**src/rtl/time2stamp_seq_pkg.sv**
```systemverilog
// Shared calendar constants, error codes and FSM state type for the
// calendar-to-epoch converter.
package time2stamp_seq_pkg;

  localparam int unsigned SEC_PER_MIN      = 32'd60;
  localparam int unsigned SEC_PER_HOUR     = 32'd3600;
  localparam int unsigned SEC_PER_DAY      = 32'd86400;
  localparam int unsigned SEC_PER_YEAR     = 32'd31536000;
  localparam int unsigned SEC_PER_LEAPYEAR = 32'd31622400;

  localparam logic [1:0] ERR_OK    = 2'b00;
  localparam logic [1:0] ERR_FIELD = 2'b01;
  localparam logic [1:0] ERR_UNDER = 2'b10;
  localparam logic [1:0] ERR_OVER  = 2'b11;

  typedef enum logic [2:0] {
    ST_IDLE,
    ST_CHECK,
    ST_YEARS,
    ST_MONTHS,
    ST_FINAL,
    ST_DONE
  } state_e;

  function automatic logic is_leap(input logic [13:0] y);
    return ((y[1:0] == 2'b00) && ((y % 14'd100) != 14'd0)) || ((y % 14'd400) == 14'd0);
  endfunction

endpackage

```
**src/rtl/time2stamp_seq_cal_month_len.sv**
```systemverilog
// Days in a month for a given year (leap-aware February). Out-of-range
// months report 31; callers reject those months separately.
module time2stamp_seq_cal_month_len
  import time2stamp_seq_pkg::*;
(
  input  logic [13:0] year_i,
  input  logic [3:0]  month_i,
  output logic [4:0]  days_o
);

  always_comb begin
    days_o = 5'd31;
    case (month_i)
      4'd2:                    days_o = is_leap(year_i) ? 5'd29 : 5'd28;
      4'd4, 4'd6, 4'd9, 4'd11: days_o = 5'd30;
      default:                 days_o = 5'd31;
    endcase
  end

endmodule

```
**src/rtl/time2stamp_seq.sv**
```systemverilog
// Sequential calendar-to-epoch converter: validates a local date/time plus
// UTC offset, then walks years and months to build UTC seconds since epoch.
//
// state  | meaning
// IDLE   | ready for a request
// CHECK  | validate registered fields
// YEARS  | add one whole year per cycle
// MONTHS | add one whole month per cycle
// FINAL  | add day/time-of-day, remove offset, classify result
// DONE   | hold result until consumed
module time2stamp_seq
  import time2stamp_seq_pkg::*;
#(
  parameter int STAMP_W    = 64,
  parameter int EPOCH_YEAR = 1970,
  parameter int MAX_YEAR   = 9999,
  parameter bit TZ_EN      = 1'b1
) (
  input  logic               clk,
  input  logic               rst,
  input  logic               in_valid,
  output logic               in_ready,
  input  logic [13:0]        year,
  input  logic [3:0]         month,
  input  logic [4:0]         day,
  input  logic [4:0]         hour,
  input  logic [5:0]         minute,
  input  logic [5:0]         second,
  input  logic signed [10:0] tz_offset_min,
  output logic               out_valid,
  input  logic               out_ready,
  output logic [STAMP_W-1:0] time_stamp,
  output logic [1:0]         err
);

  localparam int AW = STAMP_W + 2;
  localparam logic [13:0] EPOCH_Y = 14'(EPOCH_YEAR);
  localparam logic [13:0] MAX_Y   = 14'(MAX_YEAR);
  localparam logic signed [AW-1:0] STAMP_MAX = $signed({2'b00, {STAMP_W{1'b1}}});
  localparam logic signed [AW-1:0] SIXTY     = AW'(SEC_PER_MIN);
  localparam logic signed [10:0] TZ_MIN = -11'sd720;
  localparam logic signed [10:0] TZ_MAX = 11'sd840;

  state_e state_q, state_d;
  logic [13:0] year_q, year_d;
  logic [3:0]  month_q, month_d;
  logic [4:0]  day_q, day_d, hour_q, hour_d;
  logic [5:0]  minute_q, minute_d, second_q, second_d;
  logic signed [10:0] tz_q, tz_d;
  logic [13:0] y_q, y_d;
  logic [3:0]  m_q, m_d;
  logic signed [AW-1:0] acc_q, acc_d;
  logic        ovf_q, ovf_d;
  logic [STAMP_W-1:0] stamp_q, stamp_d;
  logic [1:0]  err_q, err_d;

  logic [3:0]  ml_month;
  logic [4:0]  ml_days;
  logic        fields_bad;
  logic [31:0] tod;
  logic signed [AW-1:0] year_add, month_add, step_add, step_sum;
  logic signed [AW-1:0] tod_ext, tz_ext, tz_sec, final_sum;

  // One month-length table serves both day validation and month accumulation.
  assign ml_month = (state_q == ST_CHECK) ? month_q : m_q;

  time2stamp_seq_cal_month_len u_month_len (
    .year_i  (year_q),
    .month_i (ml_month),
    .days_o  (ml_days)
  );

  assign fields_bad = (month_q == 4'd0) || (month_q > 4'd12) ||
                      (day_q == 5'd0) || (day_q > ml_days) ||
                      (hour_q > 5'd23) || (minute_q > 6'd59) || (second_q > 6'd59) ||
                      (year_q < EPOCH_Y) || (year_q > MAX_Y) ||
                      (tz_q < TZ_MIN) || (tz_q > TZ_MAX);

  assign year_add  = is_leap(y_q) ? AW'(SEC_PER_LEAPYEAR) : AW'(SEC_PER_YEAR);
  assign month_add = AW'(32'(ml_days) * SEC_PER_DAY);
  assign step_add  = (state_q == ST_YEARS) ? year_add : month_add;
  assign step_sum  = acc_q + step_add;

  assign tod = (32'(day_q) - 32'd1) * SEC_PER_DAY + 32'(hour_q) * SEC_PER_HOUR +
               32'(minute_q) * SEC_PER_MIN + 32'(second_q);
  assign tod_ext   = AW'(tod);
  assign tz_ext    = {{(AW-11){tz_q[10]}}, tz_q};
  assign tz_sec    = tz_ext * SIXTY;
  assign final_sum = acc_q + tod_ext - tz_sec;

  always_comb begin
    state_d  = state_q;
    year_d   = year_q;
    month_d  = month_q;
    day_d    = day_q;
    hour_d   = hour_q;
    minute_d = minute_q;
    second_d = second_q;
    tz_d     = tz_q;
    y_d      = y_q;
    m_d      = m_q;
    acc_d    = acc_q;
    ovf_d    = ovf_q;
    stamp_d  = stamp_q;
    err_d    = err_q;
    case (state_q)
      ST_IDLE: begin
        if (in_valid) begin
          year_d   = year;
          month_d  = month;
          day_d    = day;
          hour_d   = hour;
          minute_d = minute;
          second_d = second;
          tz_d     = TZ_EN ? tz_offset_min : 11'sd0;
          state_d  = ST_CHECK;
        end
      end
      ST_CHECK: begin
        if (fields_bad) begin
          stamp_d = '0;
          err_d   = ERR_FIELD;
          state_d = ST_DONE;
        end else begin
          acc_d = '0;
          ovf_d = 1'b0;
          y_d   = EPOCH_Y;
          m_d   = 4'd1;
          if (year_q != EPOCH_Y)     state_d = ST_YEARS;
          else if (month_q != 4'd1)  state_d = ST_MONTHS;
          else                       state_d = ST_FINAL;
        end
      end
      ST_YEARS, ST_MONTHS: begin
        // Overflow freezes the accumulator but the walk still runs to the end.
        if (!ovf_q) begin
          if (step_sum > STAMP_MAX) ovf_d = 1'b1;
          else                      acc_d = step_sum;
        end
        if (state_q == ST_YEARS) begin
          y_d = y_q + 14'd1;
          if (y_q == year_q - 14'd1) state_d = (month_q != 4'd1) ? ST_MONTHS : ST_FINAL;
        end else begin
          m_d = m_q + 4'd1;
          if (m_q == month_q - 4'd1) state_d = ST_FINAL;
        end
      end
      ST_FINAL: begin
        if (ovf_q || (final_sum > STAMP_MAX)) begin
          stamp_d = '1;
          err_d   = ERR_OVER;
        end else if (final_sum[AW-1]) begin
          stamp_d = '0;
          err_d   = ERR_UNDER;
        end else begin
          stamp_d = final_sum[STAMP_W-1:0];
          err_d   = ERR_OK;
        end
        state_d = ST_DONE;
      end
      ST_DONE: begin
        if (out_ready) state_d = ST_IDLE;
      end
      default: state_d = ST_IDLE;
    endcase
  end

  always_ff @(posedge clk or posedge rst) begin
    if (rst) begin
      state_q  <= ST_IDLE;
      year_q   <= '0;
      month_q  <= '0;
      day_q    <= '0;
      hour_q   <= '0;
      minute_q <= '0;
      second_q <= '0;
      tz_q     <= '0;
      y_q      <= '0;
      m_q      <= '0;
      acc_q    <= '0;
      ovf_q    <= 1'b0;
      stamp_q  <= '0;
      err_q    <= ERR_OK;
    end else begin
      state_q  <= state_d;
      year_q   <= year_d;
      month_q  <= month_d;
      day_q    <= day_d;
      hour_q   <= hour_d;
      minute_q <= minute_d;
      second_q <= second_d;
      tz_q     <= tz_d;
      y_q      <= y_d;
      m_q      <= m_d;
      acc_q    <= acc_d;
      ovf_q    <= ovf_d;
      stamp_q  <= stamp_d;
      err_q    <= err_d;
    end
  end

  assign in_ready   = (state_q == ST_IDLE);
  assign out_valid  = (state_q == ST_DONE);
  assign time_stamp = stamp_q;
  assign err        = err_q;

endmodule

```
**config.mk**
```make
export PLATFORM = sky130hd
export DESIGN_NAME = time2stamp_seq
export DESIGN_NICKNAME = d
export VERILOG_FILES = /design/src/rtl/time2stamp_seq_pkg.sv /design/src/rtl/time2stamp_seq_cal_month_len.sv /design/src/rtl/time2stamp_seq.sv
export SDC_FILE = /design/constraint.sdc
export NUM_CORES = 1
export LEC_CHECK = 0
export ABC_AREA = 1
export BUFFER_PORTS_ARGS = -buffer_cell sky130_fd_sc_hd__buf_2
export CAP_MARGIN = 20
export CORE_UTILIZATION = 37
export DETAILED_ROUTE_END_ITERATION = 12
export PLACE_DENSITY = 0.65
export SETUP_SLACK_MARGIN = 0.2
export SYNTH_ARGS = -nofsm -noshare
export SYNTH_HDL_FRONTEND = slang
export SYNTH_SLANG_ARGS = --single-unit
export TNS_END_PERCENT = 1
```
**constraint.sdc**
```tcl
create_clock -name clk -period 10.5 [get_ports clk]
set_input_delay 2.1 -clock clk [delete_from_list [all_inputs] [get_ports clk]]
set_output_delay 2.1 -clock clk [all_outputs]
set_load 0.05 [all_outputs]
```
# ---- Yosys cells after proc, flatten, opt, wreduce, memory -nomap -nowiden
# Cells that the tools add are included.
dict set report totals {
  latch_bits 0
  ff_bits 205
  mem_bits_ro 0
  ram_bits 0
  mem_count 0
}
dict set report op_classes {
  n_addsub 11
  n_bitwise 0
  n_reduce_logical 35
  n_eq_ne 24
  n_div 4
  mux 36
  order_cmp 11
  mul 5
  shift 0
}
# cell n
set op_table {}
lappend op_table {{66-bit two-way mux} 3}
lappend op_table {{64-bit two-way mux} 3}
lappend op_table {{66-bit by 65-bit greater-than comparator with 1-bit output, second input constant} 2}
lappend op_table {{66-bit case mux with 2 select lines} 1}
lappend op_table {{64-bit case mux with 2 select lines} 1}
lappend op_table {{66-bit by 26-bit adder with 66-bit output} 1}
lappend op_table {{66-bit by 33-bit adder with 66-bit output} 1}
lappend op_table {{66-bit by 18-bit subtractor with 66-bit output} 1}
lappend op_table {{32-bit by 12-bit adder with 32-bit output} 1}
lappend op_table {{32-bit by 17-bit adder with 32-bit output} 1}
lappend op_table {{32-bit by 6-bit adder with 32-bit output} 1}
lappend op_table {{32-bit by 10-bit multiplier with 25-bit output, second input constant} 1}
lappend op_table {{14-bit logical NOT} 2}
lappend op_table {{14-bit by 7-bit remainder unit with 14-bit output, second input constant} 2}
lappend op_table {{14-bit by 9-bit remainder unit with 14-bit output, second input constant} 2}
lappend op_table {{14-bit two-way mux} 2}
lappend op_table {{14-bit case mux with 2 select lines} 1}
lappend op_table {{14-bit nonzero test} 2}
lappend op_table {{25-bit two-way mux} 1}
lappend op_table {{3-bit two-way mux} 8}
lappend op_table {{18-bit two-way mux} 1}
lappend op_table {{11-bit by 5-bit multiplier with 16-bit output, second input constant} 1}
lappend op_table {{5-bit by 10-bit multiplier with 15-bit output, second input constant} 1}
lappend op_table {{3-bit case mux with 5 select lines} 1}
lappend op_table {{47 further kinds} 85}

# ---- Logic depth before layout (Yosys ltp)
dict set report logic_depth {
  ltp_word 17
  depth_mapped 75
  mapped_depth_nobuf 75
}

# ---- Cells and area by module
# A second synthesis with hierarchy kept.
dict set report unflattened {
  hier_cells 3120
  area_unflattened_um2 22925.7
}
# mod cells_each area_each_um2 seq_area_each_um2 n_inst
set by_module_without_submodules {}
lappend by_module_without_submodules {time2stamp_seq 2875 21663.3 4954.8 1}
lappend by_module_without_submodules {time2stamp_seq_cal_month_len 245 1262.5 0.0 1}

# ---- Least setup slack after synthesis
# OpenSTA, ideal clock, no wires.
dict set report synth_path {
  path_kind {flip-flop to flip-flop}
  start {register day_q[0]}
  end {register stamp_q[41], in the netlist time_stamp[41]}
  arrival_time_ps 8690
  slack_ps 1689
  stages_incl_launch_ff 48
  setup_ps 121
  cell_sequence {dfrtp_1 -> inv_1 -> nand3_1 -> nor3_1 -> inv_1 -> clkbuf_1 -> fa_1 -> inv_1 -> ha_1 -> inv_1 -> fa_1 -> inv_1 -> ha_1 -> a21oi_1 -> nand2_1 -> xor2_1 -> ha_1 -> ha_1 -> (+12 left out) -> o21ai_0 -> nand2_1 -> o211ai_1 -> a221oi_1 -> nand3_1 -> nand3_1 -> nand2_1 -> nand3_1 -> nand2_1 -> a21oi_1 -> o21ai_0 -> or2_2 -> nand3_2 -> nand2_2 -> inv_2 -> buf_2 -> o21ai_0 -> a22o_1}
}
dict set report synth_via {
  elab_chain_len 12
  word_cells_on_any_way 25
  cone_classes {add/sub: 6; mul: 1; order compare: 2; eq/ne: 1; mux: 3; reduce/logical: 12}
}
# item line
set synth_lines {}
lappend synth_lines {{start, declared} time2stamp_seq.sv:47} ;# logic [4:0] day_q, day_d, hour_q, hour_d;
lappend synth_lines {{start signal, assigned} time2stamp_seq.sv:188} ;# day_q <= day_d;
lappend synth_lines {{branches (longest 12 deep; another with 66-bit by 33-bit adder with 66-bit output)} n/a}
lappend synth_lines {{end signal, assigned} time2stamp_seq.sv:197} ;# stamp_q <= stamp_d;
lappend synth_lines {{end, declared} time2stamp_seq.sv:54} ;# logic [STAMP_W-1:0] stamp_q, stamp_d;
# Parallel ways; which one is timed is not known.
# A chain may end at the register's enable or synchronous reset.

# ---- Worst setup path after layout
dict set report layout_path {
  start {register minute_q[3]}
  end {register stamp_q[8], in the netlist time_stamp[8]}
}
dict set report layout_via {
  elab_chain_len 9
  word_cells_on_any_way 19
  cone_classes {add/sub: 4; mul: 1; order compare: 2; eq/ne: 1; mux: 3; reduce/logical: 8}
}
# item line
set layout_lines {}
lappend layout_lines {{start, declared} time2stamp_seq.sv:48} ;# logic [5:0] minute_q, minute_d, second_q, second_d;
lappend layout_lines {{start signal, assigned} time2stamp_seq.sv:190} ;# minute_q <= minute_d;
lappend layout_lines {{6-bit by 4-bit multiplier with 10-bit output or 6-bit greater-than comparator (tied branches)} {time2stamp_seq.sv:85, time2stamp_seq.sv:75}}
lappend layout_lines {{32-bit by 12-bit adder with 32-bit output or 1-bit logical OR (tied branches)} {time2stamp_seq.sv:84, time2stamp_seq.sv:75}}
lappend layout_lines {{32-bit by 6-bit adder with 32-bit output or 1-bit logical OR (tied branches)} {time2stamp_seq.sv:85, time2stamp_seq.sv:75}}
lappend layout_lines {{66-bit by 33-bit adder with 66-bit output or 1-bit logical OR (tied branches)} {time2stamp_seq.sv:89, time2stamp_seq.sv:75}}
lappend layout_lines {{66-bit by 18-bit subtractor with 66-bit output or 1-bit logical OR (tied branches)} {time2stamp_seq.sv:89, time2stamp_seq.sv:76}}
lappend layout_lines {{66-bit by 65-bit greater-than comparator with 1-bit output or 1-bit logical OR (tied branches)} {time2stamp_seq.sv:149, time2stamp_seq.sv:76}}
lappend layout_lines {{1-bit logical OR (on tied branches)} {time2stamp_seq.sv:149, time2stamp_seq.sv:77}}
lappend layout_lines {{64-bit two-way mux or 2-bit inequality test (tied branches)} n/a}
lappend layout_lines {{64-bit case mux with 2 select lines or 2-bit AND reduction (tied branches)} n/a}
# Parallel ways exist; a longest one is shown, timed or not.

==> qor.json <==
{
  "timing.clock.skew_ps": 19.7,
  "synth-simple-area-share_pct": 21.3,
  "synth_area_leaders": "sky130_fd_sc_hd__dfrtp_1 23%, sky130_fd_sc_hd__ha_1 15%, sky130_fd_sc_hd__inv_1 8.3%, sky130_fd_sc_hd__nand2_1 8.1%, sky130_fd_sc_hd__fa_1 6.9%",
  "clock_tree.htree_level_count": 4,
  "synth_compound_area_share_pct": 16.7,
  "antenna-diode-count": 0,
  "placedInstanceArea_um2": 23200,
  "max_freq_mhz": 105,
  "postSynthRegisterBits": 198,
  "drt_drc": 0,
  "timing.max_cap.violations": 0,
  "final.period_utilization_pct": 90.4,
  "grtUsageTotal_pct": 19.2,
  "relSlewSlack_pct": 35.6,
  "dpl.hpwl_mm": 45.7,
  "critical_path_launch_point_type": "register",
  "die_x_um": 244,
  "setup_repair_after_global_routing_missed_its_margin": "yes",
  "netlist_area_um2": 21700,
  "unique_cell_type_count_in_the_yosys_netlist": 64,
  "global_route.overflow_total": 0,
  "cts.sinks": 198,
  "synth-xor-area-share_pct": 6.85,
  "grt_pass1_wl_mm": 93.4,
  "cp_data_arrival_time_ps": 9890,
  "synth_enable_flop_cells": 0,
  "num-fill-cells": 6017,
  "avgSynthCellArea_um2": 7.45,
  "yosys.area.top_type_share_pct": 22.8,
  "drt_first_pass_iters": 6,
  "max_stage_delay_ps": 540,
  "worst-slew-pin-transition_ps": 960,
  "stdcell_area_um2": 23900,
  "finalHoldViolCount": 0,
  "antenna_found_initial": 0,
  "dominantRegCellSynth": "sky130_fd_sc_hd__dfrtp_1",
  "antenna_violating_nets_post_route": 0,
  "number_of_standard_cells_after_synthesis": 2918,
  "grt_pass1_vias": 18400,
  "drive_above_1_share_pct": 10.7,
  "synthAdderAreaFrac_pct": 22.1,
  "routed_wirelength_mm": 56.1,
  "slew_viol_final": 0,
  "drt_first_iter_violations": 1059,
  "clock_tree_from_tritoncts": "yes",
  "static-leakage-power_nw": 12.7,
  "worst-setup-path-type": "reg2reg",
  "powerDensity_nw_per_um2": 62.1,
  "post_layout_cell_count": 3802,
  "grt_max_degree": 75,
  "critical-path-slowest-cell": "sky130_fd_sc_hd__dfrtp_1",
  "setup_violations": 0,
  "min-delay-path-class": "reg2reg",
  "route.vias.total": 19100,
  "status": "finished, final reports clean",
  "setup_total_negative_slack_ps": 0,
  "endpoint_kind": "register",
  "utilization_pct": 41.3,
  "io_buffer_count": 122,
  "start_util_pct": 37.5,
  "boundaryPins": 123,
  "post-place-cells": 3768,
  "power_mw": 1.48,
  "clk_latency_ps": 510,
  "post_synthesis_mux_area_share_pct": 0.466,
  "postSynth.asyncResetShare_pct": 100,
  "synth_sequential_area_ratio_pct": 22.8,
  "areaGrowthSynthToFinish_pct": 9.93,
  "cts-root-to-sink-buffers": 2,
  "fp.dieH_um": 244,
  "finalCriticalPeriod_ps": 9490,
  "synth_area_leader_cell": "sky130_fd_sc_hd__dfrtp_1",
  "synth_top_family_by_area": "adder cells",
  "timing.critical_path.required_ps": 10900,
  "core_region_area_um2": 57900,
  "die_area_um2": 59700,
  "number_of_buffers_added_by_the_clock_tree_synthesis_step": 17,
  "ctsRootBufferMaster": "sky130_fd_sc_hd__clkbuf_16",
  "detail_route.wl_per_cell_um": 14.7,
  "mappedNetlistNets": 3312,
  "max-vdd-ir-drop_v": 0.000139,
  "rows": 88,
  "gp_routability_congestion": 0.914,
  "ys.warnings.count": 0,
  "drt-vias-per-instance": 5.04,
  "library_cell_appearing_most_often_on_the_critical_path": "sky130_fd_sc_hd__nand2_1",
  "clk_pin_slew_worst_paths_ps": 80,
  "post_cts_setup_bufs": 0,
  "critPathMaxFanout": 41,
  "layout.nets": 3418
}
[Yosys cell counts, drive strengths merged, types with 2 or more instances]
cell     count
mux2         9
xor2       107
ha         264
o21a        12
clkinv       6
o21bai      12
a31oi       24
nor3b        3
a21boi       8
fa          75
clkbuf      39
inv        499
o211ai      17
or2         10
a21oi      243
o41ai        2
o21ai      243
nand3      118
buf         14
nor2       215
a221oi       4
xnor2       62
a211oi       5
nand2      543
o311ai       2
nor4        12
dfrtp      198
nand4       45
nor3        55
o31ai        9
o221ai       3
a21o         7
a22o        39
nand3b       4
a2111oi      2
[cell type report]
class                      count  area [µm²]  share of cell area [%]
sequential                   198        4950                    20.7
multi-input combinational   2162       14700                    61.5
clock inverter                15         178                   0.744
timing repair inverter         1        5.00                  0.0209
tap                          765         957                    4.01
clock buffer                  17         425                    1.78
timing repair buffer         139         757                    3.17
inverter                     505        1910                    8.01
[path summary, 6_finish.rpt]
path	endpoint	slack [ps]	depth (start not counted)	start
worst min register to register	time_stamp[47]$_DFFE_PP0P_	480	2	time_stamp[47]$_DFFE_PP0P_
worst max register to register	time_stamp[8]$_DFFE_PP0P_	1010	46	minute_q[3]$_DFFE_PP0P_
min in group asynchronous	acc_q[63]$_DFFE_PP0P_	1640	2	rst
worst max-delay path	time_stamp[8]$_DFFE_PP0P_	1010	46	minute_q[3]$_DFFE_PP0P_
worst min-delay path	time_stamp[47]$_DFFE_PP0P_	480	2	time_stamp[47]$_DFFE_PP0P_
max in group asynchronous	second_q[3]$_DFFE_PP0P_	6790	4	rst
[cells in the final DEF (no fill, tap or decap), drive strengths merged, types with 107 or more instances in the layout]
master / n
inv: 506
nand3: 118
xor2: 107
ha: 264
o21ai: 243
buf: 138
a21oi: 243
dfrtp: 198
nand2: 543
nor2: 215
[per-stage QoR]
| step | worst slack, ps | hold slack [ps] |
|---|---|---|
| after global routing | 136 | 505 |
| after floorplan | 1690 | 474 |
| after global placement | 890 | 460 |
| after CTS | 580 | 486 |
| final | 1010 | 485 |
| after detailed placement | 638 | 463 |
[layer usage]
layer | up-vias | track usage, % | share of wire (%)
met5 | - | 0 | 0
met4 | 0 | 6.53 | 2.5
met3 | 67 | 2.88 | 3.8
met2 | 368 | 31.7 | 46
met1 | 8891 | 25.6 | 48
li1 | 9818 | - | -
[state kept, by name, indices dropped and copies added (netlist names)]
register / flops
acc_q: 59
day_q: 5
err: 2
hour_q: 5
m_q: 4
minute_q: 6
month_q: 4
ovf_q: 1
second_q: 6
state_q: 3
time_stamp: 64
tz_q: 11
y_q: 14
year_q: 14
[timing repair]
item	4_1_cts	5_1_grt
setup endpoints to repair	0	70
resized for setup	0	13
endpoints found under the hold margin	0	0
hold buffers	0	0
[power breakdown]
group          internal (mW)  total (mW)  switching [mW]
clock network          0.322       0.694           0.372
logic                0.00764      0.0264          0.0187
registers              0.762       0.762               0
total                   1.09        1.48           0.391
[cells by family (layout without fill, tap and decap cells)]
logic type	Yosys count	count (layout)
buffers and inverters	558	677
AO/OA/AOI/OAI	639	639
adder cells (fa/ha/maj)	339	339
AND/OR/NAND/NOR	1006	1006
XOR/XNOR	169	169
multiplexers	9	9
flip-flops	198	198
[worst max-delay path, delay by kind of cell, from the launching register on]
kind                       cells  cell delay (ps)
adders and majority gates      7             2910
and+or+nand+nor               17             2050
xor gates and xnor gates       1              120
buffers and inverters          3              340
AOI/OAI and AO/OA             18             3350
DFF                            1              540
Note: power is estimated with default switching activity, not from simulation.
